`src/rtl/matrix_loader.sv`:
```
// matrix_loader: allocates a matrix ID in the store, writes its dimensions, then streams row-major elements into it.
// Optional MATRIX_LOADER_CLEAR_EN zero-fills the full MAX_SIZE x MAX_SIZE area before the dimension write.
`default_nettype none

module matrix_loader #(
  parameter int MAX_SIZE = 5,
  parameter int DATA_W   = 32,
  parameter int ID_W     = 7,
  parameter int ALLOC_TO = 16
) (
  input  logic              clk,
  input  logic              rst_n,
  input  logic              start,
  input  logic [3:0]        m_in,
  input  logic [3:0]        n_in,
  input  logic              abort,
  input  logic              elem_valid,
  input  logic [DATA_W-1:0] elem_data,
  output logic              elem_ready,
  output logic              busy,
  output logic              done,
  output logic              err,
  output logic [ID_W-1:0]   loaded_id,
  output logic              alloc_req,
  output logic [3:0]        alloc_m,
  output logic [3:0]        alloc_n,
  input  logic              alloc_valid,
  input  logic [ID_W-1:0]   alloc_id,
  output logic              dim_we,
  output logic [ID_W-1:0]   dim_write_id,
  output logic [3:0]        dim_write_m,
  output logic [3:0]        dim_write_n,
  output logic              write_en,
  output logic [ID_W-1:0]   id_w,
  output logic [3:0]        row_w,
  output logic [3:0]        col_w,
  output logic [DATA_W-1:0] data_in
);

  localparam int         TO_W = $clog2(ALLOC_TO);
  localparam logic [3:0] MAX4 = 4'(MAX_SIZE);

  localparam logic [2:0] ST_IDLE   = 3'd0;
  localparam logic [2:0] ST_ALLOC  = 3'd1;
  localparam logic [2:0] ST_WAIT_A = 3'd2;
  localparam logic [2:0] ST_DIM    = 3'd3;
  localparam logic [2:0] ST_DATA   = 3'd4;
  localparam logic [2:0] ST_DONE   = 3'd5;
  localparam logic [2:0] ST_ERR    = 3'd6;
`ifdef MATRIX_LOADER_CLEAR_EN
  localparam logic [2:0] ST_CLEAR  = 3'd7;
`endif

  logic [2:0]      state_q, state_d;
  logic [3:0]      m_q, m_d, n_q, n_d;
  logic [3:0]      row_q, row_d, col_q, col_d;
  logic [TO_W-1:0] cnt_q, cnt_d;
  logic [ID_W-1:0] id_q, id_d;
  logic            dims_ok;

  assign dims_ok = (m_in >= 4'd1) && (m_in <= MAX4) && (n_in >= 4'd1) && (n_in <= MAX4);

  always_comb begin
    state_d = state_q;
    m_d     = m_q;
    n_d     = n_q;
    row_d   = row_q;
    col_d   = col_q;
    cnt_d   = cnt_q;
    id_d    = id_q;
    case (state_q)
      ST_IDLE: begin
        if (start) begin
          if (dims_ok) begin
            m_d     = m_in;
            n_d     = n_in;
            state_d = ST_ALLOC;
          end else begin
            state_d = ST_ERR;
          end
        end
      end
      ST_ALLOC: begin
        cnt_d   = '0;
        row_d   = '0;
        col_d   = '0;
        state_d = ST_WAIT_A;
      end
      ST_WAIT_A: begin
        if (alloc_valid) begin
          id_d = alloc_id;
`ifdef MATRIX_LOADER_CLEAR_EN
          state_d = ST_CLEAR;
`else
          state_d = ST_DIM;
`endif
        end else if (cnt_q == TO_W'(ALLOC_TO - 1)) begin
          state_d = ST_ERR;
        end else begin
          cnt_d = cnt_q + 1'b1;
        end
      end
`ifdef MATRIX_LOADER_CLEAR_EN
      // Sweep the whole MAX_SIZE square regardless of m/n so stale cells are wiped.
      ST_CLEAR: begin
        if (col_q == MAX4 - 4'd1) begin
          col_d = '0;
          if (row_q == MAX4 - 4'd1) state_d = ST_DIM;
          else                      row_d   = row_q + 4'd1;
        end else begin
          col_d = col_q + 4'd1;
        end
      end
`endif
      ST_DIM: begin
        row_d   = '0;
        col_d   = '0;
        state_d = ST_DATA;
      end
      ST_DATA: begin
        if (elem_valid) begin
          if (col_q == n_q - 4'd1) begin
            col_d = '0;
            if (row_q == m_q - 4'd1) state_d = ST_DONE;
            else                     row_d   = row_q + 4'd1;
          end else begin
            col_d = col_q + 4'd1;
          end
        end
      end
      ST_DONE: state_d = ST_IDLE;
      ST_ERR:  state_d = ST_IDLE;
      default: state_d = ST_IDLE;
    endcase
    if (abort && (state_q != ST_IDLE)) state_d = ST_IDLE;
  end

  always_ff @(posedge clk or negedge rst_n) begin
    if (!rst_n) begin
      state_q <= ST_IDLE;
      m_q     <= '0;
      n_q     <= '0;
      row_q   <= '0;
      col_q   <= '0;
      cnt_q   <= '0;
      id_q    <= '0;
    end else begin
      state_q <= state_d;
      m_q     <= m_d;
      n_q     <= n_d;
      row_q   <= row_d;
      col_q   <= col_d;
      cnt_q   <= cnt_d;
      id_q    <= id_d;
    end
  end

  // abort suppresses every strobe in the cycle it is seen.
  assign busy       = (state_q != ST_IDLE);
  assign alloc_req  = (state_q == ST_ALLOC) && !abort;
  assign dim_we     = (state_q == ST_DIM)   && !abort;
  assign done       = (state_q == ST_DONE)  && !abort;
  assign err        = (state_q == ST_ERR)   && !abort;
  assign elem_ready = (state_q == ST_DATA)  && !abort;
`ifdef MATRIX_LOADER_CLEAR_EN
  assign write_en   = (elem_valid && elem_ready) || ((state_q == ST_CLEAR) && !abort);
`else
  assign write_en   = elem_valid && elem_ready;
`endif
  assign data_in      = (state_q == ST_DATA) ? elem_data : '0;
  assign loaded_id    = id_q;
  assign id_w         = id_q;
  assign dim_write_id = id_q;
  assign row_w        = row_q;
  assign col_w        = col_q;
  assign alloc_m      = m_q;
  assign alloc_n      = n_q;
  assign dim_write_m  = m_q;
  assign dim_write_n  = n_q;

endmodule

`default_nettype wire

```
`config.mk`:
```
export PLATFORM = sky130hd
export DESIGN_NAME = matrix_loader
export DESIGN_NICKNAME = d
export VERILOG_FILES = /design/src/rtl/matrix_loader.sv
export SDC_FILE = /design/constraint.sdc
export NUM_CORES = 1
export LEC_CHECK = 0
export ABC_AREA = 1
export CORE_UTILIZATION = 37
export CTS_CLUSTER_SIZE = 16
export DETAILED_ROUTE_END_ITERATION = 6
export PLACE_DENSITY = 0.87
export SLEW_MARGIN = 20
export SYNTH_ARGS = -nofsm -noshare
export SYNTH_HDL_FRONTEND = slang
export SYNTH_SLANG_ARGS = --single-unit
```
`constraint.sdc`:
```
create_clock -name clk -period 2.1 [get_ports clk]
set_input_delay 0.525 -clock clk [delete_from_list [all_inputs] [get_ports clk]]
set_output_delay 0.525 -clock clk [all_outputs]
set_load 0.02 [all_outputs]
```
==> flow_summary.ini <==
[floorplanning]
io_pins = 137
initial_core_util = 0.388
die_area_um2 = 6160
row_count = 27
core_um2 = 5570
die_w_um = 78.5
dieHeight_um = 78.5

[clocking]
clock_latency_ns = 0.28
clkSinkCount = 30
cts_buffers = 5
max-clock-path-buffers = 2
cts_tree = done
path_clk_slew_ns = 0.06
cts.htree.levels = 2
cts-root-buf = clkbuf_8
post_cts_buffers = 0

[yosys]
ys_types = 25
synth_edf_count = 0
synth_area_leaders = dfrtp_1 35%, nand2_1 12%, inv_1 12%
yosys_warnings = 0
ys_async_sr_fraction = 1.00
syn-mean-instance-area_um2 = 6.66
syn-instance-count = 325
yosysMostFrequentCell = nand2_1
synth_top_area_cell = dfrtp_1
netlist_area_um2 = 2160
yosysTopAreaCellShare = 0.347
ys_top_cells_by_count = 71 x nand2_1, 69 x inv_1, 58 x nor2_1, 30 x dfrtp_1, 22 x buf_4
yosysSeqAreaShare = 0.347
ys_ff_latch = 30
synth_nets = 383
synth_flop_cell = dfrtp_1

[layout]
multiInputGateArea_um2 = 975
finalNetCount = 518
area_delta_synth_final_pct = 69.1
num_antenna_cells = 0
final_core_util = 0.656
filler_cell_count = 479
fin_cells = 533
drive_above_1_share = 0.167
seq_area_um2 = 751

[detailed_routing]
drt.antenna.violating_nets = 0
dr.pass1.iters = 4
wl_per_cell_um = 11.3
vias_per_cell = 4.54
wirelength_mm = 6.03
drt_first_iter_violations = 88
drc_errors = 0
num_vias = 2419

[grt]
antenna_found_initial = 0
grtUsageTotal = 0.200
grt_pass1_vias = 2280
grt-ovfl-total = 0
grt_pass1_wl_mm = 9.76
grt_use_met3 = 0.0512
grt_max_degree = 33
grt-busiest-layer = met2
gr-usage-met2 = 0.375
grt_use_met1 = 0.220

[sta]
finalHoldViolCount = 0
maxSlewViolCount = 0
skew_ns = 0.00420
worst_slew_margin_rel = 0.738
worst_slack_ns = 0.0616
setup_viol = 0
rsz0062_at_grt = no
min_period_ns = 2.04
clock.fmax_mhz = 491
tightest_slew_ns = 0.393
post-route-period-util = 0.971

[placed_design]
dp_cells = 525
portBuffers = 136
place.gp.congestion = 0.901
place_ws_ns = -0.352
hpwl_mm = 4.88

[setup_path]
endpoint = data_in[31]
critPathLaunchType = input pin
arrival_ns = 1.51
reg2reg_to = row_w[1]
r2r_setup_slack_ns = 0.26
worstSetupPathType = in -> out
critical_path_required_ns = 1.57
cp_max_fo = 1
startpoint = elem_data[31]
ff2ff_path_depth = 13
end_kind = output port
r2r_start = alloc_n[0]

[status]
outcome = completed

[job]
maxCapViolations = 0

[min_path]
hold_path.class = reg -> reg
whs_path_depth = 1

[pwr]
vdd_ir_drop_max_mv = 0.958
pwr_density_cell_nw_per_um2 = 1340
leakage_nw = 1.87
[cell type report]
type,count,share of cell area
clock buffer,6,0.0226
clock inverter,2,0.00342
inverter,71,0.0728
multi-input combinational,198,0.266
sequential,30,0.205
tap,72,0.0246
timing repair buffer,154,0.405
[how the worst min path moves through the flow]
stage          startpoint  slack (ns)    endpoint
4_1_cts          cnt_q[0]        0.52    cnt_q[0]
3_3_place_gp     cnt_q[0]        0.49    cnt_q[0]
6_report         cnt_q[0]        0.52    cnt_q[0]
5_1_grt          cnt_q[0]        0.58    cnt_q[0]
3_5_place_dp     cnt_q[0]        0.51    cnt_q[0]
2_1_floorplan       rst_n        0.23  alloc_m[0]
[routing by layer]
metal | vias to the layer above | part of all wire | wire [µm]
met3 | 10 | 0.088 | 533
met2 | 119 | 0.50 | 3030
li1 | 1228 | - | -
met1 | 1062 | 0.40 | 2390
met4 | 0 | 0.013 | 76
met5 | - | 0 | 0
[kinds of logic after synthesis]
group,after synthesis,synth area share
muxes,7,0.0364
and+or+nand+nor,159,0.303
DFF,30,0.347
xor gates and xnor gates,5,0.0202
AOI/OAI and AO/OA,22,0.0573
buffers and inverters,97,0.207
adders and majority gates,5,0.0289
[critical path, stage by stage]
cell and delay [ns]:
clkdlybuf4s50_1 0.45, inv_1 0.05, nor2_1 0.13, dlygate4sd2_1 0.36
[per-stage QoR]
step | power [mW] | area (µm²) | setup TNS [ns] | hold WS (ns)
detailed placement | 4.53 | 3580 | -6.06 | 0.505
global route | 5.30 | 3660 | 0 | 0.580
floorplan | 3.12 | 2160 | 0 | 0.229
CTS | 4.94 | 3700 | 0 | 0.518
finish | 4.91 | 3660 | 0 | 0.518
global placement | 4.46 | 3580 | -5.69 | 0.493
[what timing repair did]
action                     CTS  global route
hold endpoints to repair     0             0
setup endpoints to repair   39            36
gates cloned                 0             0
gates resized for setup    105            14
hold buffers                 0             0
[registers in the layout, summed over array words and instances (netlist names)]
register	flops
alloc_m	4
alloc_n	4
cnt_q	4
col_w	4
dim_write_id	7
row_w	4
state_q	3
[report_power, final]
group | internal, mW | switching (mW) | leakage (nW)
clock | 0.263 | 0.223 | 0.0472
combinational | 1.52 | 1.85 | 1.44
sequential | 0.798 | 0.255 | 0.384
[placed cells by master, fill, tap and decap left out]
master            n
a21oi_1           7
and3_1            1
buf_12            1
buf_2             5
buf_4            17
clkbuf_2          6
clkbuf_8          6
clkdlybuf4s15_2  24
clkdlybuf4s50_1  96
clkinv_2          1
clkinvlp_4        1
dfrtp_1          30
dlygate4sd2_1     4
dlymetal6s2s_1    1
ha_1              5
inv_1            69
inv_2             2
mux2_2            7
nand2_1          71
nand2_2           1
nand2_4           1
nand3_1          17
nand4_1           2
nor2_1           58
nor2_4            3
nor3_1            4
o21ai_0           9
o21ai_1           4
o21ai_4           1
o31ai_1           1
or2_2             1
xnor2_1           1
xor2_1            4
No activity file was read; power rests on OpenSTA's default activity.
==> patch, RTL diff (config.mk and constraints unchanged) <==
Add a define of `MATRIX_LOADER_CLEAR_EN`.
--- a/src/rtl/matrix_loader.sv
+++ b/src/rtl/matrix_loader.sv
@@ -1,6 +1,8 @@
 // matrix_loader: allocates a matrix ID in the store, writes its dimensions, then streams row-major elements into it.
 // Optional MATRIX_LOADER_CLEAR_EN zero-fills the full MAX_SIZE x MAX_SIZE area before the dimension write.
 `default_nettype none
+
+`define MATRIX_LOADER_CLEAR_EN
 
 module matrix_loader #(
   parameter int MAX_SIZE = 5,
Behaviour: not the same (a bounded check fails within 4 cycles, from zero or initial values and one cycle with rst_n low).
==> patch against the original RTL <==
  * Hold slack lost 0.0032 ns
  * Largest power group unchanged
  * Clock skew shrank 0.0015 ns
  * Combinational power grew 6%
  * Area after synthesis grew 8.2%
  * Global-route usage grew 0.054 points
  * Power grew 4.9%
  * Non-clock buffer count is the same
  * Sequential cell count is the same
  * Critical path type is now reg2out
  * Cell area grew 2.3%
  * Cell count grew 9.6%
  * Critical endpoint is now data_in[27]
  * Worst setup slack lost 0.0092 ns
  * Routed wire length grew 12%
==> patch: results <==
{
  "powerComb_mw": 3.57,
  "min_path_cells": 2,
  "drt_iter0_drc": 141,
  "nFillCells": 527,
  "syn_nets": 433,
  "syn_area_per_cell_um2": 6.276,
  "cp-startpoint": "state_q[0]$_DFFE_PN0P_",
  "vias_per_cell": 4.534,
  "ctsResizeCount": 93,
  "status": "complete, no violations",
  "crit_slowest_cell": "dfrtp_1",
  "first_global_vias": 2291,
  "fin_nets": 568,
  "post_dp_cell_area_mm2": 0.003747,
  "worstPathMaxFanout": 10,
  "power.leakage_nw": 2.016,
  "regToRegStartpoint": "alloc_m[0]$_DFFE_PN0P_",
  "min_to": "cnt_q[1]$_DFFE_PN0P_",
  "grt_pass1_wl_um": 10280,
  "grt_max_degree": 31,
  "max_freq_ghz": 0.4884,
  "gp_congestion": 0.8520,
  "p_int_mw": 2.611,
  "hpwl_um": 5230,
  "synth_seq_area_share_pct": 32.07,
  "synthTopCellsByArea": "dfrtp_1 (32%), nand2_1 (17%), inv_1 (11%), nor2_1 (9.3%), buf_4 (7.4%)",
  "pwr-share-clk_pct": 9.4
}
## patch: cell types whose count changed after synthesis, sizes merged, moves of 2 or more
| cell | before | now |
|---|---|---|
| xor2 | 4 | 1 |
| nand3b | 0 | 2 |
| xnor2 | 1 | 3 |
| nand2 | 73 | 112 |
| inv | 71 | 73 |
| nand4 | 2 | 4 |
| o21ai | 14 | 12 |
| nand3 | 17 | 23 |
| mux2 | 7 | 0 |
| ha | 5 | 7 |
## patch: cell families (layout without fill, tap and decap cells)
logic type / count (synthesis) / count (layout) / share of synthesized area, %
buffers and inverters: 99 / 235 / 19.56
xor gates and xnor gates: 4 / 4 / 1.497
and+or+nand+nor: 210 / 210 / 37.36
muxes: 1 / 1 / 0.4276
adders and majority gates: 7 / 7 / 3.741
DFF: 30 / 30 / 32.07
AOI/OAI and AO/OA: 22 / 22 / 5.345
## patch: cell type report
type	instances	area (µm²)	area share, %
repair buffers	154	1378	36.82
multi-input cells	244	1152	30.80
flip-flops and latches	30	752.0	20.10
inverters	73	274.0	7.324
well taps	75	93.84	2.508
clock buffers	7	86.33	2.308
clock inverters	1	5.005	0.1338
## patch: stage by stage
stage	power (mW)	hold WS (ns)
final	5.151	0.5152
after global routing	5.584	0.5328
after CTS	5.196	0.5193
after detailed placement	4.773	0.5046
after global placement	4.690	0.4945
after floorplan	3.352	0.2294
## patch: per-layer routing
layer | track usage, % | up-vias | routed length [µm]
li1 | - | 1367 | -
met5 | 0 | - | 0
met4 | 7.143 | 0 | 127
met2 | 35.42 | 86 | 3458
met1 | 24.11 | 1183 | 2797
met3 | 3.889 | 12 | 349
## patch: critical path: cells and delay by family (launching register included)
kind          cells  cell delay (ns)
buf+inv           2             0.45
flops             1             0.41
simple gates      3             0.37
